$ cat src/rtl/apb_master.sv
// ============================================================================
//  Module      : apb_master
//  Description : Single-outstanding APB master. Accepts one command at a time
//                over a valid/ready handshake, runs the SETUP/ACCESS phases,
//                and returns a one-cycle response. Aborts with an error if the
//                slave holds PREADY low for TIMEOUT access cycles.
//  Revision    : 1.0 - initial release
// ============================================================================
`default_nettype none

module apb_master #(
    parameter int TIMEOUT = 16
) (
    input  logic        PCLK,
    input  logic        PRESETn,

    input  logic        cmd_valid,
    output logic        cmd_ready,
    input  logic        cmd_write,
    input  logic [2:0]  cmd_addr,
    input  logic [31:0] cmd_wdata,

    output logic        rsp_valid,
    output logic [31:0] rsp_rdata,
    output logic        rsp_err,

    output logic        PSEL,
    output logic        PENABLE,
    output logic        PWRITE,
    output logic [2:0]  PADDR,
    output logic [31:0] PWDATA,
    input  logic [31:0] PRDATA,
    input  logic        PREADY
);

    // Wait-counter value at which a further PREADY=0 edge aborts the transfer.
    localparam logic [7:0] LAST_WAIT = 8'(TIMEOUT - 1);

    typedef enum logic [1:0] {
        IDLE   = 2'd0,
        SETUP  = 2'd1,
        ACCESS = 2'd2
    } state_t;

    state_t     state;
    logic [7:0] wait_cnt;

    // The master is ready only when no transfer is in flight.
    assign cmd_ready = (state == IDLE);

    // Transfer sequencing with all APB and response outputs registered.
    always_ff @(posedge PCLK) begin
        if (!PRESETn) begin
            state     <= IDLE;
            wait_cnt  <= 8'd0;
            PSEL      <= 1'b0;
            PENABLE   <= 1'b0;
            PWRITE    <= 1'b0;
            PADDR     <= 3'd0;
            PWDATA    <= 32'h0;
            rsp_valid <= 1'b0;
            rsp_err   <= 1'b0;
            rsp_rdata <= 32'h0;
        end else begin
            // Response is a single-cycle strobe; rdata/err hold until the next one.
            rsp_valid <= 1'b0;
            case (state)
                IDLE: begin
                    if (cmd_valid) begin
                        PWRITE  <= cmd_write;
                        PADDR   <= cmd_addr;
                        PWDATA  <= cmd_wdata;
                        PSEL    <= 1'b1;
                        PENABLE <= 1'b0;
                        state   <= SETUP;
                    end
                end
                SETUP: begin
                    PENABLE  <= 1'b1;
                    wait_cnt <= 8'd0;
                    state    <= ACCESS;
                end
                ACCESS: begin
                    if (PREADY) begin
                        // Completion takes priority over a coincident timeout.
                        PSEL      <= 1'b0;
                        PENABLE   <= 1'b0;
                        rsp_valid <= 1'b1;
                        rsp_err   <= 1'b0;
                        rsp_rdata <= PWRITE ? 32'h0 : PRDATA;
                        state     <= IDLE;
                    end else if (wait_cnt == LAST_WAIT) begin
                        PSEL      <= 1'b0;
                        PENABLE   <= 1'b0;
                        rsp_valid <= 1'b1;
                        rsp_err   <= 1'b1;
                        rsp_rdata <= 32'h0;
                        state     <= IDLE;
                    end else if (wait_cnt != 8'hFF) begin
                        wait_cnt <= wait_cnt + 8'd1;
                    end
                end
                default: begin
                    PSEL    <= 1'b0;
                    PENABLE <= 1'b0;
                    state   <= IDLE;
                end
            endcase
        end
    end

endmodule

`default_nettype wire

$ cat config.mk
export PLATFORM = sky130hd
export DESIGN_NAME = apb_master
export DESIGN_NICKNAME = d
export VERILOG_FILES = /design/src/rtl/apb_master.sv
export SDC_FILE = /design/constraint.sdc
export NUM_CORES = 1
export LEC_CHECK = 0
export CORE_MARGIN = 10
export CORE_UTILIZATION = 30
export CTS_BUF_LIST = sky130_fd_sc_hd__clkbuf_16
export DETAILED_ROUTE_END_ITERATION = 8
export PLACE_DENSITY = 0.69
export REMOVE_ABC_BUFFERS = 1
export SYNTH_ARGS = -nofsm -noshare
export SYNTH_HDL_FRONTEND = slang
export SYNTH_SLANG_ARGS = --single-unit
$ cat constraint.sdc
create_clock -name PCLK -period 3.4 [get_ports PCLK]
set_input_delay 0.34 -clock PCLK [delete_from_list [all_inputs] [get_ports PCLK]]
set_output_delay 0.34 -clock PCLK [all_outputs]
set_load 0.01 [all_outputs]
==> results.md, run 1 <==
* Status: finished, final reports clean
* Dominant combinational cell family by area after synthesis: compound AO/OA/AOI/OAI gates
* Worst-Skew Late Latency at 0.34 ns
* Setup TNS at 0 ns
* Worst setup SP type: flop
* Worst Hold Class: reg -> reg
* Number of global-route vias before repair at 2672
* Hold slack at 0.460 ns
* Multiplexer area fraction after synthesis at 1.68%
* Starting Density at 30.6%
* Initial antenna violation count at 0
* Hold Fails Final Rpt at 0
* Gp weighted congestion at 0.823
* Synthesis Warnings at 0
* Crit path cell chain: nor2_1, clkdlybuf4s50_1
* Global-route wire length before repair at 14.5 mm
* CP top delay family: buffers and inverters
* Xor/xnor share of the synthesized area at 0%
* I/O pin cnt at 145
* Synth Area in Adders at 0.420%
* Drt wl/cell at 16.0 µm
* # DRC at 0
* Ant diodes at 0
* Final Total Pwr at 2.20 mW
* FMAX at 526 MHz
* CP Capture Type: primary output
* CTS Buffer Depth at 2
* Clock Skews at 0.00577 ns
* VDD IR max at 0.294 mV
* TritonRoute pass-1 iters at 4
* Area of the core at 9730 µm²
* CTS tree: yes
* Pleak at 1.78 nW
* Top FF cell, synth: dfxtp_1
* Slew @ Worst Pin at 0.505 ns
* Die Span Y at 120 µm
* Vias at 2685
* PnR worst setup slack at 1.50 ns
* Minimum clock period at 1.90 ns
* Simple-Gate Fraction of Synth Area at 18.2%
* Largest net degree at the start of global routing at 44
* Synth top area cells: dfxtp_1, nand2_1, a22o_1
* CP max FO at 7
* Tot GR Track Use at 12.7%
* Dpl hpwl at 7.03 mm
* Share of layout cells above drive strength 1 at 5.99%
* Synth Area in Compound Gates at 21.6%
* Post-synth ARST share at 0%
* Area leader, netlist: dfxtp_1
* CTS clk-pin slew, worst paths at 0.06 ns
* Cells after Synth at 306
* Nets at 519
* CTS buffer count at 9
* Seq/Total Area, Yosys at 54.4%
* Count leader, synth: nand2_1
* Register bit total from synthesis at 81
* Count of pins over their slew limit at 0
* Crit path buf inv count at 1
* Total gr overflow at 0
* Synthesized area at 2980 µm²
* CP required at 3.06 ns
* Max transition margin at 66.2%
* Post-CTS setup buffer count at 0
* Root Driver: clkbuf_16
* Die area at 14300 µm²
* Finish-stage setup viols at 0
* Slowest stage delay, CP at 0.62 ns
* Cell variety after synth at 34
* Synth top area share at 54.4%
* Placement Cell Area at 4520 µm²
* Total wire length at 9.35 mm
* Design area at 4800 µm²
* RSZ-0062 raised after global routing: no
* FP Rows at 36
* Clock tree sinks at 81
* Post-synth EDFFs at 0
* Max-cap violation count at 0
* PD cells at 459 nW/µm²
* Filler Cells Inserted at 918
* H-Tree Depth at 3
* Area delta synth->final at 61.3%
* WS Path Type: reg -> out
* Cts repair resizes at 0
* Crit path DAT at 1.56 ns
* Commonest cells post-synth: nand2_1, dfxtp_1, a21boi_0
* Max stage delay cell, worst path: clkdlybuf4s50_1
* Pre-CTS WS at 1.35 ns
* CTS hold repair buffers at 0
* Routed Antenna Nets at 0
* Die X at 120 µm
* Fin crit share at 56.0%
* Mean Syn Cell Area at 9.74 µm²
* # port buffers at 144
* Vias per cell at 4.60
* Initial DRC count at 204
-- flip-flops by register name, indices dropped and copies added, names as in the netlist --
signal,count
PADDR,3
PENABLE,1
PSEL,1
PWDATA,32
PWRITE,1
rsp_err,1
rsp_rdata,32
rsp_valid,1
state,1
wait_cnt,8
-- kinds of logic after synthesis --
logic type | after synthesis
and+or+nand+nor | 118
DFF | 81
AOI/OAI and AO/OA | 80
buffers and inverters | 21
muxes | 5
adders and majority gates | 1
-- final cells by class --
class	count	area [µm²]	share of cell area [%]
Tap cell	133	166	3.46
Clock buffer	9	225	4.69
Multi-Input combinational cell	204	1250	26.1
Sequential cell	81	1620	33.8
Inverter	1	3.75	0.0781
Timing Repair Buffer	149	1480	30.8
Clock inverter	7	55.1	1.15
-- per-stage QoR --
| step | cells | utilization, % |
|---|---|---|
| global placement | 568 | 46.5 |
| detailed placement | 568 | 46.5 |
| global route | 584 | 49.4 |
| finish | 584 | 49.4 |
| CTS | 584 | 49.4 |
| floorplan | 286 | - |
-- cell usage in the layout, fill, tap and decap left out, drive strengths merged, types with 2 or more instances in the layout --
cell,count
nor2,5
and3,3
clkdlybuf4s50,144
nor3b,3
nand4,4
mux2i,5
inv,3
a22o,32
buf,5
o21ai,4
a21boi,38
and2,2
clkbuf,9
nand3,6
clkinvlp,5
nand2b,6
dfxtp,81
nand2,82
a21oi,3
-- where the power goes --
group / internal, mW / switching, mW / total (mW)
Sequential: 0.987 / 0.0217 / 1.01
Combinational: 0.171 / 0.118 / 0.289
Clock: 0.499 / 0.408 / 0.907
-- worst min-delay path, cell delays in order, from the launching register on --
cell and delay (ns):
dfxtp_1 0.31, nand2_1 0.05, a21boi_0 0.06
-- layer usage --
metal | routed length, µm | up-vias | part of all wire [%] | global-route usage (%)
li1 | - | 1348 | - | -
met2 | 4330 | 107 | 46 | 19.7
met4 | 155 | 0 | 1.7 | 4.37
met5 | 0 | - | 0 | 0
met3 | 981 | 11 | 10 | 7.03
met1 | 3880 | 1219 | 42 | 14.5
-- path summary, 6_finish.rpt --
check | startpoint | slack [ns] | cells past startpoint | end
setup reg to reg | wait_cnt[4] | 1.63 | 5 | rsp_rdata[20]
hold reg to reg | PWDATA[24] | 0.46 | 2 | PWDATA[24]
hold / removal | PWDATA[24] | 0.46 | 2 | PWDATA[24]
setup / recovery | state[0] | 1.50 | 2 | cmd_ready
(Power assumes the default switching activity.)
==> run 2: changes to the inputs <==
==> constraint.sdc (replaced) <==
create_clock -name PCLK -period 1.8 [get_ports PCLK]
set_input_delay 0.18 -clock PCLK [delete_from_list [all_inputs] [get_ports PCLK]]
set_output_delay 0.18 -clock PCLK [all_outputs]
set_load 0.01 [all_outputs]
==> results.md, run 2 (synthesis gave the netlist of run 1 again) <==
* Hold slack at 0.408 ns (was 0.460 ns)
* Setup TNS at 0 ns (unchanged)
* Total gr overflow at 0 (unchanged)
* Fin crit share at 94.1%
* Vias at 2718 (was 2685)
* Routed Antenna Nets at 0 (unchanged)
* Initial antenna violation count at 0 (unchanged)
* Worst setup SP type: flop (unchanged)
* CTS buffer count at 9 (unchanged)
* Crit path DAT at 1.91 ns (was 1.56 ns)
* Share of layout cells above drive strength 1 at 6.40% (was 5.99%)
* RSZ-0062 raised after global routing: no (unchanged)
* Tot GR Track Use at 12.6% (was 12.7%)
* Die Span Y at 120 µm (unchanged)
* Max transition margin at 73.6% (was 66.2%)
* Status: finished, final reports clean (unchanged)
* Global-route wire length before repair at 14.7 mm (was 14.5 mm)
* Area of the core at 9730 µm² (unchanged)
* Hold Fails Final Rpt at 0 (unchanged)
* Pleak at 1.84 nW (was 1.78 nW)
* Placement Cell Area at 4590 µm² (was 4520 µm²)
* Worst-Skew Late Latency at 0.33 ns (was 0.34 ns)
* PD cells at 897 nW/µm² (was 459 nW/µm²)
* Finish-stage setup viols at 0 (unchanged)
* Commonest non-fill, non-tap cells in the layout: clkdlybuf4s50_1, nand2_1, dfxtp_1, a21boi_0, a22o_1 (unchanged)
* CP required at 2.01 ns (was 3.06 ns)
* Initial DRC count at 151 (was 204)
* Footprint of the multi-input gates at 1270 µm² (was 1250 µm²)
* Ant diodes at 0 (unchanged)
* Root Driver: clkbuf_16 (unchanged)
* PnR worst setup slack at 0.106 ns (was 1.50 ns)
* Clock tree sinks at 81 (unchanged)
* Gp weighted congestion at 0.812 (was 0.823)
* Worst Hold Class: in -> reg (was reg -> reg)
* Pre-CTS WS at 0.125 ns (was 1.35 ns)
* I/O pin cnt at 145 (unchanged)
* Number of global-route vias before repair at 2717 (was 2672)
* Die area at 14300 µm² (unchanged)
* Die X at 120 µm (unchanged)
* H-Tree Depth at 3 (unchanged)
* Nets at 521 (was 519)
* Vias per cell at 4.64 (was 4.60)
* Filler Cells Inserted at 918 (unchanged)
* CTS hold repair buffers at 0 (unchanged)
* CTS Buffer Depth at 2 (unchanged)
* CP Capture Type: flop (was primary output)
* # DRC at 0 (unchanged)
* WS Path Type: reg -> reg (was reg -> out)
* Total wire length at 9.20 mm (was 9.35 mm)
* # port buffers at 144 (unchanged)
* CTS clk-pin slew, worst paths at 0.06 ns (about the same)
* VDD IR max at 0.427 mV (was 0.294 mV)
* Largest net degree at the start of global routing at 47 (was 44)
* Dpl hpwl at 6.81 mm (was 7.03 mm)
* Commonest non-fill, non-tap cell in the layout: clkdlybuf4s50_1 (unchanged)
* TritonRoute pass-1 iters at 4 (unchanged)
* Max-cap violation count at 0 (unchanged)
* Area delta synth->final at 65.3% (was 61.3%)
* Minimum clock period at 1.69 ns
* Drt wl/cell at 15.7 µm (was 16.0 µm)
* FP Rows at 36 (unchanged)
* CTS tree: yes (unchanged)
* CP max FO at 32 (was 7)
* FF+latch area at 1620 µm² (unchanged)
* Count of pins over their slew limit at 0 (unchanged)
* Starting Density at 30.6% (unchanged)
* Clock Skews at 0.00841 ns (was 0.00577 ns)
* Top flop regs: PWDATA: 32 flops, rsp_rdata: 32 flops, wait_cnt: 8 flops (unchanged)
* Design area at 4920 µm² (was 4800 µm²)
* FMAX at 590 MHz
* Slew @ Worst Pin at 0.391 ns (was 0.505 ns)
[run 2: layout make-up]
class / instances / share of cell area, %
sequential: 81 / 32.9
clock inverter: 7 / 1.93
multi-input combinational: 204 / 25.7
clock buffer: 9 / 4.57
tap: 133 / 3.38
inverter: 1 / 0.0762
timing repair buffer: 151 / 31.4
[run 2: path summary, 6_finish.rpt]
check                     start       endpoint  slack (ns)  cells after the start
setup / recovery    wait_cnt[4]  rsp_rdata[12]        0.11                      5
setup reg to reg    wait_cnt[4]  rsp_rdata[12]        0.11                      5
hold reg to reg      PWDATA[11]     PWDATA[11]        0.46                      2
hold / removal    cmd_wdata[17]     PWDATA[17]        0.41                      3
[run 2: repair_timing]
item	CTS	global route
endpoints found under the setup margin	0	3
buffers inserted	0	0
resized for setup	0	3
[run 2: metrics by stage]
step | instances | utilization [%] | power, mW
global placement | 570 | 47.2 | 2.51
detailed placement | 570 | 47.2 | 2.52
CTS | 586 | 50.5 | 4.49
floorplan | 286 | - | 2.12
global route | 586 | 50.6 | 4.61
finish | 586 | 50.6 | 4.42
[run 2: report_power, final]
group          internal, mW  switching, mW
Sequential             1.87         0.0410
Combinational         0.339          0.222
Clock                  1.21          0.735
[run 2: per-layer routing]
layer  vias to the layer above  share of wire (%)  track usage, %  wire (µm)
li1                       1344                  -               -          -
met1                      1279                 43            14.5       3940
met2                        90                 48            20.6       4370
met3                         5                9.2            5.77        850
met4                         0               0.42            3.62         39
met5                         -                  0               0          0
[run 2: worst max-delay path: stages, from the launching register on]
cell and delay, ns:
dfxtp_1 0.35, or4_4 0.59, o21bai_4 0.19, a21boi_2 0.09, buf_12 0.17, a22o_1 0.19
==> run 3: changes to the inputs <==
--- a/config.mk
+++ b/config.mk
@@ -5,10 +5,12 @@
 export SDC_FILE = /design/constraint.sdc
 export NUM_CORES = 1
 export LEC_CHECK = 0
+export ABC_CLOCK_PERIOD_IN_PS = 1800
 export CORE_MARGIN = 10
 export CORE_UTILIZATION = 30
 export CTS_BUF_LIST = sky130_fd_sc_hd__clkbuf_16
 export DETAILED_ROUTE_END_ITERATION = 8
+export MAX_ROUTING_LAYER = met4
 export PLACE_DENSITY = 0.69
 export REMOVE_ABC_BUFFERS = 1
 export SYNTH_ARGS = -nofsm -noshare
==> results.md, run 3 (synthesis gave the netlist of run 1 again) <==
* Hold path cells at 3 (unchanged)
* # DRC at 0 (unchanged)
* FP Rows at 36 (unchanged)
* Routed Antenna Nets at 0 (unchanged)
* Nets at 521 (unchanged)
* Initial antenna violation count at 0 (unchanged)
* Commonest non-fill, non-tap cells in the layout: clkdlybuf4s50_1, nand2_1, dfxtp_1, a21boi_0, a22o_1 (unchanged)
* Placement Cell Area at 4590 µm² (unchanged)
* Pre-CTS WS at 0.125 ns (unchanged)
* CTS buffer count at 9 (unchanged)
* Global-route wire length before repair at 14.7 mm (about the same)
* Hold slack at 0.408 ns (about the same)
* Hold Fails Final Rpt at 0 (unchanged)
* PD cells at 895 nW/µm² (was 897 nW/µm²)
* I/O pin cnt at 145 (unchanged)
* Clock Skews at 0.00703 ns (was 0.00841 ns)
* CP max FO at 32 (unchanged)
* Setup TNS at 0 ns (unchanged)
* Starting Density at 30.6% (unchanged)
* Max-cap violation count at 0 (unchanged)
* Drt wl/cell at 15.7 µm (about the same)
* Design area at 4920 µm² (unchanged)
* Slew @ Worst Pin at 0.394 ns (was 0.391 ns)
* CTS tree: yes (unchanged)
* Die area at 14300 µm² (unchanged)
* Worst Hold Class: in -> reg (unchanged)
* Top flop regs: PWDATA: 32 flops, rsp_rdata: 32 flops, wait_cnt: 8 flops (unchanged)
* Total wire length at 9.22 mm (was 9.20 mm)
* Area delta synth->final at 65.3% (unchanged)
* WS Path Type: reg -> reg (unchanged)
* Total gr overflow at 0 (unchanged)
* Largest net degree at the start of global routing at 47 (unchanged)
* R2R setup slack at 0.1 ns (was 0.11 ns)
* Vias per cell at 4.63 (was 4.64)
* Status: finished, final reports clean (unchanged)
* Final non-filler cell total at 586 (unchanged)
* CTS Buffer Depth at 2 (unchanged)
* Gp weighted congestion at 0.824 (was 0.812)
* Vias at 2713 (was 2718)
* Count of pins over their slew limit at 0 (unchanged)
* Reg2reg start: wait_cnt[5] (was wait_cnt[4])
* Die Span Y at 120 µm (unchanged)
* Dpl hpwl at 6.81 mm (unchanged)
* Initial DRC count at 146 (was 151)
* Post-CTS setup buffer count at 0 (unchanged)
* Final core occ at 50.6% (unchanged)
* Commonest non-fill, non-tap cell in the layout: clkdlybuf4s50_1 (unchanged)
* Minimum clock period at 1.70 ns (was 1.69 ns)
* Worst-Skew Late Latency at 0.33 ns (about the same)
* VDD IR max at 0.429 mV (was 0.427 mV)
* Max transition margin at 73.4% (was 73.6%)
* Die X at 120 µm (unchanged)
* CP required at 2.01 ns (about the same)
* Finish-stage setup viols at 0 (unchanged)
* Worst Hold End: PWDATA[17] (unchanged)
* Tot GR Track Use at 13.0% (was 12.6%)
* PnR worst setup slack at 0.0996 ns (was 0.106 ns)
* FMAX at 588 MHz (was 590 MHz)
* Clock tree sinks at 81 (unchanged)
* Crit path DAT at 1.91 ns (about the same)
* Root Driver: clkbuf_16 (unchanged)
* Hold Startpoint: cmd_wdata[17] (unchanged)
* Fin crit share at 94.5% (was 94.1%)
* # port buffers at 144 (unchanged)
* Pleak at 1.84 nW (unchanged)
* Area of the core at 9730 µm² (unchanged)
* FF-to-FF End: rsp_rdata[12] (unchanged)
* H-Tree Depth at 3 (unchanged)
* CTS clk-pin slew, worst paths at 0.06 ns (about the same)
* Worst reg-to-reg path cell count at 5 (unchanged)
* Worst setup SP type: flop (unchanged)
* Final Total Pwr at 4.41 mW (was 4.42 mW)
* CTS hold repair buffers at 0 (unchanged)
* RSZ-0062 raised after global routing: no (unchanged)
* Ant diodes at 0 (unchanged)
* Number of global-route vias before repair at 2723 (was 2717)
* CP Capture Type: flop (unchanged)
* Share of layout cells above drive strength 1 at 6.40% (unchanged)
* Cells after DPL at 570 (unchanged)
* TritonRoute pass-1 iters at 5 (was 4)
-- run 3: routing by layer --
layer	vias to the layer above	part of all wire (%)	track usage [%]
li1	1345	-	-
met1	1271	45	15.2
met2	92	47	20.6
met3	5	7.3	5.44
met4	0	0.42	2.94
met5	-	0	-
-- run 3: where the power goes --
group / internal (mW) / total [mW] / switching (mW)
registers: 1.87 / 1.91 / 0.0410
logic: 0.339 / 0.561 / 0.222
clock network: 1.21 / 1.94 / 0.728
-- run 3: area by class of cell --
cell class,count,area [µm²]
inverters,1,3.75
fillers,918,4800
flip-flops and latches,81,1620
clock inverters,7,95.1
repair buffers,151,1550
clock buffers,9,225
well taps,133,166
multi-input cells,204,1270
-- run 3: repair_timing --
item                       4_1_cts  5_1_grt
setup endpoints to repair        0        3
hold endpoints to repair         0        0
resized for setup                0        3
-- run 3: worst max path at each step --
stage,slack [ns],cells past startpoint,startpoint,endpoint
floorplan,-0.25,4,PENABLE,rsp_rdata[0]
global placement,0.17,5,wait_cnt[4],rsp_rdata[6]
detailed placement,0.13,5,wait_cnt[7],rsp_rdata[7]
CTS,0.07,2,PENABLE,cmd_ready
global route,0.02,5,wait_cnt[5],rsp_rdata[7]
finish,0.1,5,wait_cnt[5],rsp_rdata[12]
-- run 3: worst max-delay path, cell delays in order (launching register included) --
cell	delay, ns
dfxtp_1	0.37
or4_4	0.57
o21bai_4	0.19
a21boi_2	0.09
buf_12	0.17
a22o_1	0.19
